### config.mk
export PLATFORM = sky130hd
export DESIGN_NAME = fetch_unit
export DESIGN_NICKNAME = d
export VERILOG_FILES = /design/src/rtl/cpu_pkg.sv /design/src/rtl/pc_reg.sv /design/src/rtl/fetch_unit.sv
export SDC_FILE = /design/constraint.sdc
export NUM_CORES = 1
export LEC_CHECK = 0
export ABC_AREA = 1
export CAP_MARGIN = 0
export CELL_PAD_IN_SITES_DETAIL_PLACEMENT = 1
export CELL_PAD_IN_SITES_GLOBAL_PLACEMENT = 1
export CORE_ASPECT_RATIO = 0.7
export CORE_UTILIZATION = 38
export DETAILED_ROUTE_END_ITERATION = 7
export HOLD_SLACK_MARGIN = 0.15
export PLACE_DENSITY = 0.83
export SYNTH_ARGS = -nofsm -noshare
export SYNTH_HDL_FRONTEND = slang
export SYNTH_SLANG_ARGS = --single-unit
### constraint.sdc
create_clock -name clk -period 2.2 [get_ports clk]
set_input_delay 0.44 -clock clk [delete_from_list [all_inputs] [get_ports clk]]
set_output_delay 0.44 -clock clk [all_outputs]
set_load 0.02 [all_outputs]
### src/rtl/cpu_pkg.sv
// Shared CPU definitions: data widths and the fetch FSM state indices, which
// the control-unit debug decode reuses to interpret dbg_state.
package cpu_pkg;

    localparam int unsigned INSTR_W    = 16;
    localparam int unsigned MEM_DATA_W = 8;

    // Bit positions of each state inside the one-hot dbg_state vector.
    localparam int unsigned S_IDLE     = 0;
    localparam int unsigned S_REQ_LO   = 1;
    localparam int unsigned S_REQ_HI   = 2;
    localparam int unsigned S_DONE     = 3;
    localparam int unsigned NUM_STATES = 4;

    typedef enum logic [NUM_STATES-1:0] {
        ST_IDLE   = 4'(1 << S_IDLE),
        ST_REQ_LO = 4'(1 << S_REQ_LO),
        ST_REQ_HI = 4'(1 << S_REQ_HI),
        ST_DONE   = 4'(1 << S_DONE)
    } fetch_state_e;

endpackage

### src/rtl/pc_reg.sv
// Program counter register.
//   clk, rst        : clock, synchronous active-high reset (pc -> RESET_PC)
//   incr_i          : pc += one instruction (2 bytes), wraps mod 2^ADDR_W
//   load_i          : pc <= load_value_i, takes priority over incr_i
//   load_value_i    : branch/jump target
//   pc_o            : current program counter
module pc_reg
    import cpu_pkg::*;
#(
    parameter int unsigned        ADDR_W   = 16,
    parameter logic [ADDR_W-1:0]  RESET_PC = '0
) (
    input  logic              clk,
    input  logic              rst,
    input  logic              incr_i,
    input  logic              load_i,
    input  logic [ADDR_W-1:0] load_value_i,
    output logic [ADDR_W-1:0] pc_o
);

    localparam logic [ADDR_W-1:0] PC_STEP = ADDR_W'(INSTR_W / MEM_DATA_W);

    logic [ADDR_W-1:0] pc_d, pc_q;

    // Next PC: load beats increment; addition wraps naturally at ADDR_W bits.
    always_comb begin
        pc_d = pc_q;
        if (load_i) begin
            pc_d = load_value_i;
        end else if (incr_i) begin
            pc_d = pc_q + PC_STEP;
        end
    end

    always_ff @(posedge clk) begin
        if (rst) begin
            pc_q <= RESET_PC;
        end else begin
            pc_q <= pc_d;
        end
    end

    assign pc_o = pc_q;

endmodule

### src/rtl/fetch_unit.sv
// Instruction fetch responder: on fetch_en reads a 16-bit instruction as two
// byte reads (lo at fa, hi at fa+1) and holds fetch_ready until fetch_en drops.
// Optional macro FETCH_BUFFER_EN adds a one-entry buffer that skips memory when
// the last completed fetch address equals pc.
//   clk, rst        : clock, synchronous active-high reset
//   fetch_en        : level fetch request from the control unit
//   incr_pc/pc_load : PC update pulses (load has priority), pc_load_value target
//   fetch_ready     : instr valid for the current request (level, registered)
//   instr           : fetched instruction {hi_byte, lo_byte}
//   pc              : current program counter
//   mem_rd/mem_addr : byte read request, held stable until mem_ack
//   mem_rdata/ack   : read data and completion from instruction memory
//   dbg_state       : one-hot FSM state {DONE, REQ_HI, REQ_LO, IDLE}
module fetch_unit
    import cpu_pkg::*;
#(
    parameter int unsigned        ADDR_W   = 16,
    parameter logic [ADDR_W-1:0]  RESET_PC = '0
) (
    input  logic                  clk,
    input  logic                  rst,
    input  logic                  fetch_en,
    input  logic                  incr_pc,
    input  logic                  pc_load,
    input  logic [ADDR_W-1:0]     pc_load_value,
    output logic                  fetch_ready,
    output logic [INSTR_W-1:0]    instr,
    output logic [ADDR_W-1:0]     pc,
    output logic                  mem_rd,
    output logic [ADDR_W-1:0]     mem_addr,
    input  logic [MEM_DATA_W-1:0] mem_rdata,
    input  logic                  mem_ack,
    output logic [3:0]            dbg_state
);

    fetch_state_e          state_q;
    logic [ADDR_W-1:0]     fa_q;
    logic [MEM_DATA_W-1:0] lo_q;
    logic [INSTR_W-1:0]    instr_q;
    logic                  fetch_ready_q;
    logic                  mem_rd_q;
    logic [ADDR_W-1:0]     mem_addr_q;
    logic                  buf_hit_c;

    pc_reg #(
        .ADDR_W   (ADDR_W),
        .RESET_PC (RESET_PC)
    ) u_pc_reg (
        .clk          (clk),
        .rst          (rst),
        .incr_i       (incr_pc),
        .load_i       (pc_load),
        .load_value_i (pc_load_value),
        .pc_o         (pc)
    );

`ifdef FETCH_BUFFER_EN
    logic              buf_valid_q;
    logic [ADDR_W-1:0] buf_addr_q;

    // Last completed fetch is still valid for this pc; pc_load is covered by the compare.
    assign buf_hit_c = buf_valid_q && (buf_addr_q == pc);

    always_ff @(posedge clk) begin
        if (rst) begin
            buf_valid_q <= 1'b0;
            buf_addr_q  <= '0;
        end else if (state_q == ST_REQ_HI && mem_ack && fetch_en) begin
            buf_valid_q <= 1'b1;
            buf_addr_q  <= fa_q;
        end
    end
`else
    assign buf_hit_c = 1'b0;
`endif

    // Fetch FSM; memory strobes and fetch_ready are registered alongside the state.
    always_ff @(posedge clk) begin
        if (rst) begin
            state_q       <= ST_IDLE;
            fa_q          <= '0;
            lo_q          <= '0;
            instr_q       <= '0;
            fetch_ready_q <= 1'b0;
            mem_rd_q      <= 1'b0;
            mem_addr_q    <= '0;
        end else begin
            unique case (state_q)
                ST_IDLE: begin
                    if (fetch_en) begin
                        fa_q <= pc;
                        if (buf_hit_c) begin
                            state_q       <= ST_DONE;
                            fetch_ready_q <= 1'b1;
                        end else begin
                            state_q    <= ST_REQ_LO;
                            mem_rd_q   <= 1'b1;
                            mem_addr_q <= pc;
                        end
                    end
                end
                ST_REQ_LO: begin
                    // An aborted request still waits for its ack before leaving.
                    if (mem_ack) begin
                        lo_q <= mem_rdata;
                        if (fetch_en) begin
                            state_q    <= ST_REQ_HI;
                            mem_addr_q <= fa_q + ADDR_W'(1);
                        end else begin
                            state_q  <= ST_IDLE;
                            mem_rd_q <= 1'b0;
                        end
                    end
                end
                ST_REQ_HI: begin
                    if (mem_ack) begin
                        mem_rd_q <= 1'b0;
                        if (fetch_en) begin
                            state_q       <= ST_DONE;
                            instr_q       <= {mem_rdata, lo_q};
                            fetch_ready_q <= 1'b1;
                        end else begin
                            state_q <= ST_IDLE;
                        end
                    end
                end
                ST_DONE: begin
                    if (!fetch_en) begin
                        state_q       <= ST_IDLE;
                        fetch_ready_q <= 1'b0;
                    end
                end
                default: begin
                    state_q       <= ST_IDLE;
                    fetch_ready_q <= 1'b0;
                    mem_rd_q      <= 1'b0;
                end
            endcase
        end
    end

    assign fetch_ready = fetch_ready_q;
    assign instr       = instr_q;
    assign mem_rd      = mem_rd_q;
    assign mem_addr    = mem_addr_q;
    assign dbg_state   = state_q;

endmodule

==> key figures <==
Final layout
  • Fill cell count: 1253
  • Number of diodes: 0
  • Post-layout util: 0.523
  • Area delta synth->final: 33.5%
  • Nets: 659
  • Share of cells above drive strength 1: 0.0807

Min path
  • Hold Crit Class: reg2reg

Global routing
  • Vias in the first global route: 4167
  • Largest net degree at the start of global routing: 54
  • First-pass GRT wire length: 21000 um
  • Initial antenna violation count: 0
  • Remaining Overflow, GRT: 0
  • Total GRT Usage: 0.261

Outcome
  • Status: finished clean

Synth
  • Cell Area, Synth: 3800 um^2
  • Seq/Total Area, Yosys: 0.411
  • Yosys top cell area share: 0.411
  • Cells after Synth: 549
  • Most used DFF post-synth: dfxtp_1
  • Syn avg cell area: 6.91 um^2
  • Syn Nets: 581
  • Synth warnings: 0
  • Ys async rst share: 0
  • Synth top area cells: dfxtp_1 (41%), nand2_1 (12%), a21oi_1 (10%), nand3_1 (8.2%), inv_1 (5.3%)
  • Synth cell types: 31
  • Yosys reg bits: 78
  • Post-synth EDFFs: 0
  • Cell taking the most area after synthesis: dfxtp_1

Detailed routing
  • Initial DRC count: 222
  • Final WL: 13000 um
  • DRT Pass-1 Iters: 4
  • Vias per std cell: 5.29
  • WL per Instance: 17.1 um
  • DRC violations left: 0
  • ANT nets after route: 0
  • Vias: 4021

Placement
  • PortBufs: 83
  • Hpwl dp: 9280 um
  • GP Congestion: 0.909

Timing
  • Layout Skew: 0.00645 ns
  • Setup Viol. Count Final: 0
  • Hold Vio Cnt, Final: 0
  • Slew margin rel.: 0.548
  • Tcrit/Tclk final: 0.897
  • Setup TNS: 0 ns
  • Fmax achieved: 0.507 GHz
  • Post-layout min period: 1.97 ns
  • RSZ-0062 raised after global routing: false
  • Slew Viols, Final: 0
  • Worst-Margin Slew: 0.678 ns

Die
  • Die height: 85.6 um
  • Cell row count: 30
  • # IOs: 84
  • Core area: 9680 um^2
  • Die Area: 10400 um^2
  • Initial Util: 0.392
  • Die X-Extent: 121 um

Setup path
  • R2r startpoint: dbg_state[1]
  • Top cell family by delay on the critical path: buffers and inverters
  • Worst path bufs/invs: 1
  • Levels on crit path: 1
  • Nature of the critical path endpoint: output pin
  • Capturing point of the worst reg2reg path: lo_q[2]
  • Worst setup SP type: flip-flop
  • Critical path's largest stage delay: 0.68 ns
  • Reg2Reg Depth: 7
  • CP arrival: 1.53 ns
  • Critical path class: reg2out
  • Worst endpoint required time: 1.76 ns
  • Crit Path Max Fanout: 7
  • Crit-path slowest cell: clkdlybuf4s50_1
  • CP endpoint: pc[9]
  • CP cell instances: clkdlybuf4s50_1
  • Slack of the worst reg-to-reg path: 0.36 ns
  • CP startpoint: u_pc_reg.pc_o[9]

Clocking
  • Setup Fix Bufs, Post-CTS: 0
  • Sink Count: 78
  • CTS buffer count: 9
  • H-tree depth: 3
  • Clk pin slew, worst setup/hold paths: 0.06 ns
  • Hold Buf Count CTS: 0
  • Clock latency on the worst-skew pair: 0.34 ns
  • Max Root-Sink Buffers: 2
  • CTS tree: built
  • Root buf cell: clkbuf_16
  • PostCTS Resize Cnt: 0

Power and ir drop
  • Reg power frac: 0.414
  • VDD IR-drop max: 0.324 mV
  • Switching power: 1.04 mW
  • Sw Share: 0.274
  • Int Power: 2.76 mW
  • Logic gate share of total power: 0.156
  • Pleak: 1.88 nW
  • Clock Power Share: 0.429
  • Cell Pwr Density: 751 nW/um^2

Flow run
  • Total of max-cap violations: 0
[per-layer routing]
layer / part of all wire / vias up / wire length [um] / global-route usage
li1: - / 1963 / - / -
met1: 0.48 / 1935 / 6180 / 0.367
met2: 0.45 / 114 / 5810 / 0.403
met3: 0.067 / 9 / 873 / 0.0479
met4: 0.0090 / 0 / 117 / 0.0808
met5: 0 / - / 0 / 0
[cells by family after synthesis]
logic type | after synthesis | share of synthesized area
flip-flops | 78 | 0.411
XOR/XNOR | 6 | 0.0138
AO/OA/AOI/OAI | 130 | 0.186
adder cells (fa/ha/maj) | 2 | 0.00659
AND/OR/NAND/NOR | 246 | 0.287
buffers and inverters | 87 | 0.0946
[how the worst min path moves through the flow]
stage | slack (ns) | depth (start not counted) | from | endpoint
3_5_place_dp | 0.45 | 2 | lo_q[5] | lo_q[5]
3_3_place_gp | 0.44 | 2 | mem_addr[0] | mem_addr[0]
5_1_grt | 0.48 | 2 | instr[10] | instr[10]
6_report | 0.46 | 2 | mem_addr[0] | mem_addr[0]
2_1_floorplan | 0.44 | 2 | lo_q[0] | lo_q[0]
4_1_cts | 0.46 | 2 | lo_q[5] | lo_q[5]
[state kept, by name (all words and copies together), names as in the netlist]
register and count:
mem_addr 16, instr 16, mem_rd 1, lo_q 8
dbg_state 4, fa_q 16, u_pc_reg.pc_o 16, fetch_ready 1
[placed cells by master, fill, tap and decap left out, types with 8 or more instances in the layout]
cell             synthesis  layout
nand2_1                123     123
clkbuf_16                0       9
buf_4                    1      10
o21ai_0                 17      17
clkdlybuf4s50_1          0      82
dfxtp_1                 78      78
inv_1                   54      54
a22oi_1                  8       8
nand3_1                 62      62
o21ai_1                 16      16
nand4_1                  8       8
nor2_1                  35      35
a21oi_1                 76      76
[cells in the mapped netlist, types with 2 or more instances]
master	n
buf_2	11
dfxtp_1	78
nor2_2	4
nand3_2	2
inv_2	5
nor2_1	35
xor2_1	5
a22oi_1	8
ha_1	2
nand2_2	2
a21oi_2	6
nand2_1	123
o21a_1	2
buf_6	2
o21ai_0	17
a31oi_1	3
nand3_1	62
nand4_1	8
o211ai_1	2
o21ai_1	16
a21oi_1	76
clkbuf_1	13
inv_1	54
nor3_1	5
or2_2	2
[power groups by stage]
stage	Combinational (mW)	Sequential [mW]	Clock, mW
floorplan	0.286	1.64	0
global placement	0.567	1.60	0
detailed placement	0.587	1.60	0
CTS	0.596	1.57	1.65
global route	0.648	1.59	1.71
finish	0.596	1.58	1.63
[through the flow]
step                      std cells  total power, mW  setup slack, ns  cell area [um^2]  hold WS, ns
after CTS                       760             3.82            0.205              5070        0.463
after global placement          744             2.17            0.121              4740        0.435
after global routing            760             3.95            0.185              5070        0.482
after floorplan                 549             1.92            0.726              3800        0.442
final                           760             3.81            0.226              5070        0.458
after detailed placement        744             2.19           0.0765              4740        0.455
[area by class of cell]
type                    instances  area, um^2  share of cell area
clock buffers                  11         243              0.0479
clock inverters                 5        82.6              0.0163
inverters                      60         225              0.0444
multi-input cells             384        1880               0.370
flip-flops and latches         78        1560               0.308
well taps                     128         160              0.0316
repair buffers                 94         921               0.182
No activity file was read; power rests on OpenSTA's default activity.
